File: src/rtl/uart_rx.sv
// UART receiver: 8 data bits LSB first, odd parity, 1 stop bit, mid-bit sampling.
// Received pulses one cycle per completed frame; errors are flagged alongside the byte.
module uart_rx #(
  parameter int CLK_FREQUENCY = 100_000_000,
  parameter int BAUD_RATE     = 19_200
) (
  input  logic       clk,
  input  logic       Reset,
  input  logic       Sin,
  output logic [7:0] Dout,
  output logic       Received,
  output logic       ParityErr,
  output logic       FrameErr,
  output logic       Busy
);
  localparam int BAUD_COUNT = CLK_FREQUENCY / BAUD_RATE;
  localparam int HALF_COUNT = BAUD_COUNT / 2;
  localparam int TW         = $clog2(BAUD_COUNT);
  localparam logic [TW-1:0] BAUD_LAST = TW'(BAUD_COUNT - 1);
  localparam logic [TW-1:0] HALF_LAST = TW'(HALF_COUNT - 1);

  typedef enum logic [2:0] {IDLE, START, DATA, PARITY, STOP, RECOVER} state_e;

  state_e          state_q, state_d;
  logic [1:0]      sync_q, sync_d;
  logic [TW-1:0]   timer_q, timer_d;
  logic [2:0]      bit_q, bit_d;
  logic [7:0]      shift_q, shift_d;
  logic            perr_q, perr_d;
  logic [7:0]      dout_q, dout_d;
  logic            rcv_q, rcv_d;
  logic            parerr_q, parerr_d;
  logic            frmerr_q, frmerr_d;
  logic            rx_s, tick, half;

  assign rx_s = sync_q[1];
  assign tick = (timer_q == BAUD_LAST);
  assign half = (timer_q == HALF_LAST);

  always_ff @(posedge clk or posedge Reset) begin
    if (Reset) begin
      state_q  <= IDLE;
      sync_q   <= 2'b11;
      timer_q  <= '0;
      bit_q    <= '0;
      shift_q  <= '0;
      perr_q   <= 1'b0;
      dout_q   <= '0;
      rcv_q    <= 1'b0;
      parerr_q <= 1'b0;
      frmerr_q <= 1'b0;
    end else begin
      state_q  <= state_d;
      sync_q   <= sync_d;
      timer_q  <= timer_d;
      bit_q    <= bit_d;
      shift_q  <= shift_d;
      perr_q   <= perr_d;
      dout_q   <= dout_d;
      rcv_q    <= rcv_d;
      parerr_q <= parerr_d;
      frmerr_q <= frmerr_d;
    end
  end

  always_comb begin
    state_d = state_q;
    case (state_q)
      IDLE:    if (!rx_s) state_d = START;
      START:   if (half) state_d = rx_s ? IDLE : DATA;
      DATA:    if (tick && bit_q == 3'd7) state_d = PARITY;
      PARITY:  if (tick) state_d = STOP;
      // a low stop bit may be a break; hold off until the line idles again
      STOP:    if (tick) state_d = rx_s ? IDLE : RECOVER;
      RECOVER: if (rx_s) state_d = IDLE;
      default: state_d = IDLE;
    endcase
  end

  always_comb begin
    sync_d   = {sync_q[0], Sin};
    timer_d  = (state_d != state_q || state_q == IDLE || tick) ? '0 : timer_q + TW'(1);
    bit_d    = bit_q;
    shift_d  = shift_q;
    perr_d   = perr_q;
    dout_d   = dout_q;
    rcv_d    = 1'b0;
    parerr_d = parerr_q;
    frmerr_d = frmerr_q;
    case (state_q)
      START:  bit_d = '0;
      DATA: if (tick) begin
        shift_d = {rx_s, shift_q[7:1]};
        bit_d   = bit_q + 3'd1;
      end
      PARITY: if (tick) perr_d = ~(^shift_q ^ rx_s);
      STOP: if (tick) begin
        rcv_d    = 1'b1;
        dout_d   = shift_q;
        parerr_d = perr_q;
        frmerr_d = ~rx_s;
      end
      default: ;
    endcase
  end

  always_comb begin
    Busy      = (state_q != IDLE);
    Dout      = dout_q;
    Received  = rcv_q;
    ParityErr = parerr_q;
    FrameErr  = frmerr_q;
  end
endmodule

File: config.mk
export PLATFORM = sky130hd
export DESIGN_NAME = uart_rx
export DESIGN_NICKNAME = d
export VERILOG_FILES = /design/src/rtl/uart_rx.sv
export SDC_FILE = /design/constraint.sdc
export NUM_CORES = 1
export LEC_CHECK = 0
export CORE_ASPECT_RATIO = 0.6
export CORE_MARGIN = 2
export CORE_UTILIZATION = 50
export CTS_BUF_LIST = sky130_fd_sc_hd__clkbuf_4 sky130_fd_sc_hd__clkbuf_8 sky130_fd_sc_hd__clkbuf_16
export DETAILED_ROUTE_END_ITERATION = 12
export PLACE_DENSITY = 0.7
export SYNTH_ARGS = -nofsm -noshare
export SYNTH_HDL_FRONTEND = slang
export SYNTH_SLANG_ARGS = --single-unit
export TNS_END_PERCENT = 10
File: constraint.sdc
create_clock -name clk -period 4.4 [get_ports clk]
set_input_delay 0.66 -clock clk [delete_from_list [all_inputs] [get_ports clk]]
set_output_delay 0.66 -clock clk [all_outputs]
set_load 0.02 [all_outputs]
======== Word level (Yosys, flattened, before mapping) ========
Index checks and enable logic that the tools add are counted.
word-level totals
  bits of input ports ..................... 3
  register bits ........................... 41
operators by class
  bitwise gates (word level) .............. 3
  reductions and logical operators ........ 11
  add/subtract/negate cells ............... 2
  multiplexer cells ....................... 14
  equal/unequal tests ..................... 10
operators by type and width
  cell                   number
  $mux 3                 8
  $pmux 3 s6             1
  $add 13x1->13 const B  1
  $eq 13x12->1 const B   1
  $eq 13x13->1 const B   1
  $mux 13                1
  $eq 3x3->1 const B     3
  $reduce_and 2->1       4
  $reduce_xor 8->1       1
  $eq 3x2->1 const B     2
  $pmux 3 s2             1
  $add 3x1->3 const B    1
  $eq 3x1->1 const B     1
  $logic_not 3->1        1
  $ne 3x3->1             1
  $reduce_bool 3->1      1
  $logic_or 1x1->1       2
  $mux 1                 2
  $mux 2                 1
  $ne 2x2->1 const B     1
  $not 1->1              2
  $reduce_bool 2->1      1
  $logic_and 1x1->1      1
  $xor 1x1->1            1

======== Logic depth before layout (Yosys ltp) ========
  depth in word-level cells ............... 8
  mapped depth ............................ 7
  mapped depth without buffers ............ 7

======== Worst setup path after synthesis ========
OpenSTA, ideal clock, no wires.
  path kind ............................... reg2reg
  start ................................... reg timer_q[3]
  end ..................................... reg shift_q[0]
  setup slack ............................. 2249 ps
  path buffers ............................ 0
  arrival time ............................ 2027 ps
  data required time ...................... 4275 ps
  library setup time ...................... 125 ps
  cell stages (with the launch flop) ...... 5
  path through ............................ dfrtp_1 -> or4b_4 -> or3_4 -> nor3_4 -> mux2_2
on the way
  longest elaborated chain between the ends .. 2
ends and longest elaborated chain
  item                               RTL line  source
  start: declaration                 26        logic [TW-1:0] timer_q, timer_d;
  start signal: assignment           55        timer_q <= timer_d;
  $eq 13x13->1                       37        assign tick = (timer_q == BAUD_LAST);
  $reduce_and 2->1 (no source line)  --
  end signal: assignment             57        shift_q <= shift_d;
  end: declaration                   28        logic [7:0] shift_q, shift_d;
Every way passes these cells.
A chain may end at the register's enable or synchronous reset.

======== Worst setup path after layout ========
  start ................................... reg state_q[0]
  end ..................................... out Busy
on the way
  longest elaborated chain between the ends .. 1
ends and longest elaborated chain
  item                      RTL line  source
  start: declaration        24        state_e state_q, state_d;
  start signal: assignment  53        state_q <= state_d;
  $reduce_bool 3->1         108       Busy = (state_q != IDLE);
  end: declaration          14        output logic Busy
Every way passes these cells.

==> results.py <==
metrics = {
    "timing": {
        "max_slew.worst_pin.slew_ns": 0.9787,
        "max-slew-margin-rel": 0.3447,
        "skew_ns": 0.003568,
        "finalCritPeriodShare": 0.5700,
        "hold_viol_final": 0,
        "setup_tns_ns": 0,
        "drv_slew": 0,
        "grt_setup_unrepaired": "no",
        "period_needed_ns": 2.508,
        "setup_viol": 0,
        "max_freq_mhz": 398.7,
    },
    "synth": {
        "yosysSeqAreaShare": 0.5249,
        "synth-edff-count": 0,
        "synth_top_area_share": 0.4981,
        "synth_area_leader_cell": "dfrtp_1",
        "yosys_warnings": 0,
        "async_flop_share": 1.000,
        "syn-num-nets": 193,
        "synth_cell_type_count": 42,
        "avgSynthCellArea_um2": 10.48,
        "syn_area_um2": 1959,
        "synthTopCellsByArea": "dfrtp_1 50%, nand2_1 7.5%, xnor2_1 6.3%",
        "synth_ff_type": "dfrtp_1",
        "synth-seq-cells": 41,
        "synthCells": 187,
    },
    "power_and_ir_drop": {
        "p_leak_nw": 1.024,
        "ir_worst_vdd_uv": 206.1,
        "total_power_mw": 0.6301,
        "powerDensity_nw_per_um2": 281.7,
    },
    "layout": {
        "multi_input_area_um2": 900.9,
        "seq_area_um2": 1028,
        "fin_nets": 211,
        "area_growth_pct": 14.18,
        "fin_cells": 253,
        "antenna_cells": 0,
        "fillers": 317,
        "drive_above_1_share": 0.1165,
        "layout_common_cells": "39 x dfrtp_1, 39 x nand2_1, 14 x xnor2_1, 14 x clkdlybuf4s50_1, 13 x nor2_1",
    },
    "setup_path": {
        "worstPathArrival_ns": 1.85,
        "cp-startpoint": "state_q[0]",
        "reg2reg_from": "timer_q[3]",
        "start_kind": "flop",
        "cp_data_required_time_ns": 3.74,
        "cp_max_fo": 15,
        "endpoint_kind": "output pin",
        "worstSetupPathType": "reg2out",
    },
    "detailed_routing": {
        "antenna_left": 0,
        "wl_per_cell_um": 14.66,
        "vias": 1389,
        "via_per_inst": 5.490,
        "wirelength_um": 3708,
        "drc_errors": 0,
        "dr.pass1.iters": 4,
        "drt_iter0_markers": 118,
    },
    "grt": {
        "grt_max_degree": 42,
        "grt_pass1_vias": 1324,
        "overflow": 0,
        "antenna_found_initial": 0,
        "globalRouteTotalUtil": 0.1904,
        "grt_first_pass_wirelength_um": 6396,
    },
    "min_path": {
        "hp-class": "reg2reg",
        "hold_path.startpoint": "sync_q[0]",
    },
    "clocking": {
        "cts.sinks": 41,
        "cts_buffers": 5,
        "ctsHtreeMaxLevel": 2,
        "cts_setup_buffers": 0,
        "clk_latency_ns": 0.29,
        "clk_pin_slew_ns": 0.08,
        "cts_buffer_depth": 2,
        "root_buffer": "clkbuf_8",
        "cts_resized": 0,
        "cts_tree": "built",
        "cts-hold-fix-buffers": 0,
    },
    "floorplanning": {
        "fp-row-count": 17,
        "fp.coreArea_um2": 3722,
        "start_util": 0.5264,
        "io_pins": 15,
        "die_x_um": 84.82,
        "die_area_um2": 4452,
        "die_h_um": 52.49,
    },
    "placement": {
        "dp_hpwl_um": 2678,
        "place_congestion": 0.8849,
        "place_inst": 245,
        "port_buffers": 14,
    },
    "outcome": {
        "status": "finished, final reports clean",
    },
    "job": {
        "drv_cap": 0,
    },
}
==> registers in the layout (all words and copies together), names as in the netlist <==
register and cells:
bit_q 3, ParityErr 1, Dout 8, perr_q 1, shift_q 8, sync_q 2, FrameErr 1, state_q 3
timer_q 13, Received 1
==> cells in the mapped netlist, drive strengths merged, types with 2 or more instances <==
master	count
mux2	9
clkbuf	3
dfstp	2
o32ai	2
and3	5
or3	2
xor2	5
nand2	39
dfrtp	39
nor4bb	2
inv	4
o2bb2ai	2
o21ai	2
a21oi	3
a22oi	2
nor2b	2
nand3	6
and2	2
nor2	14
nor3	9
xnor2	14
nand2b	2
ha	3
==> worst max-delay path, cell delays in order (launching register included) <==
cell and delay [ns]:
dfrtp_1 0.65, nor2_1 0.16, nand2_1 0.14, clkdlybuf4s50_1 0.61
==> layer usage <==
metal	GRT usage	vias up	share of wire
met1	0.2646	670	0.51
li1	-	673	-
met4	0.07937	0	0.011
met5	0	-	0
met2	0.2808	40	0.43
met3	0.05512	6	0.050
==> where the power goes <==
group,switching (mW),internal (mW)
Clock,0.130,0.109
Combinational,0.00819,0.00323
Sequential,0.00128,0.378
==> through the flow <==
| step | utilization | instance area (um^2) | hold slack [ns] | worst slack (ns) |
|---|---|---|---|---|
| floorplan | - | 1959 | 0.3452 | 2.249 |
| global placement | 0.5778 | 2151 | 0.3456 | 2.163 |
| detailed placement | 0.5778 | 2151 | 0.3548 | 2.057 |
| CTS | 0.6010 | 2237 | 0.3643 | 1.910 |
| global route | 0.6010 | 2237 | 0.3663 | 1.776 |
| finish | 0.6010 | 2237 | 0.3664 | 1.892 |
==> layout make-up <==
class | instances | share of cell area
Sequential cell | 41 | 0.4597
Multi-Input combinational cell | 138 | 0.4027
Timing Repair Buffer | 15 | 0.06600
Clock buffer | 5 | 0.03076
Inverter | 4 | 0.006711
Tap cell | 47 | 0.02629
Clock inverter | 3 | 0.007830
==> final timing paths <==
path,end,slack (ns),cells past startpoint
setup / recovery,Busy,1.89,3
hold / removal,sync_q[1],0.37,0
setup reg to reg,shift_q[0],2.07,4
hold reg to reg,sync_q[1],0.37,0
max in group asynchronous,sync_q[1],3.25,3
min in group asynchronous,timer_q[2],0.79,3
==> cells by family (layout without fill, tap and decap cells) <==
| family | after synthesis | in the layout | share of synthesized area |
|---|---|---|---|
| multiplexers | 10 | 10 | 0.05683 |
| AO/OA/AOI/OAI | 17 | 17 | 0.06641 |
| buffers and inverters | 8 | 27 | 0.01532 |
| flip-flops | 41 | 41 | 0.5249 |
| XOR/XNOR | 19 | 19 | 0.08493 |
| AND/OR/NAND/NOR | 89 | 89 | 0.2324 |
| adder cells (fa/ha/maj) | 3 | 3 | 0.01916 |
Note: power is estimated with default switching activity, not from simulation.
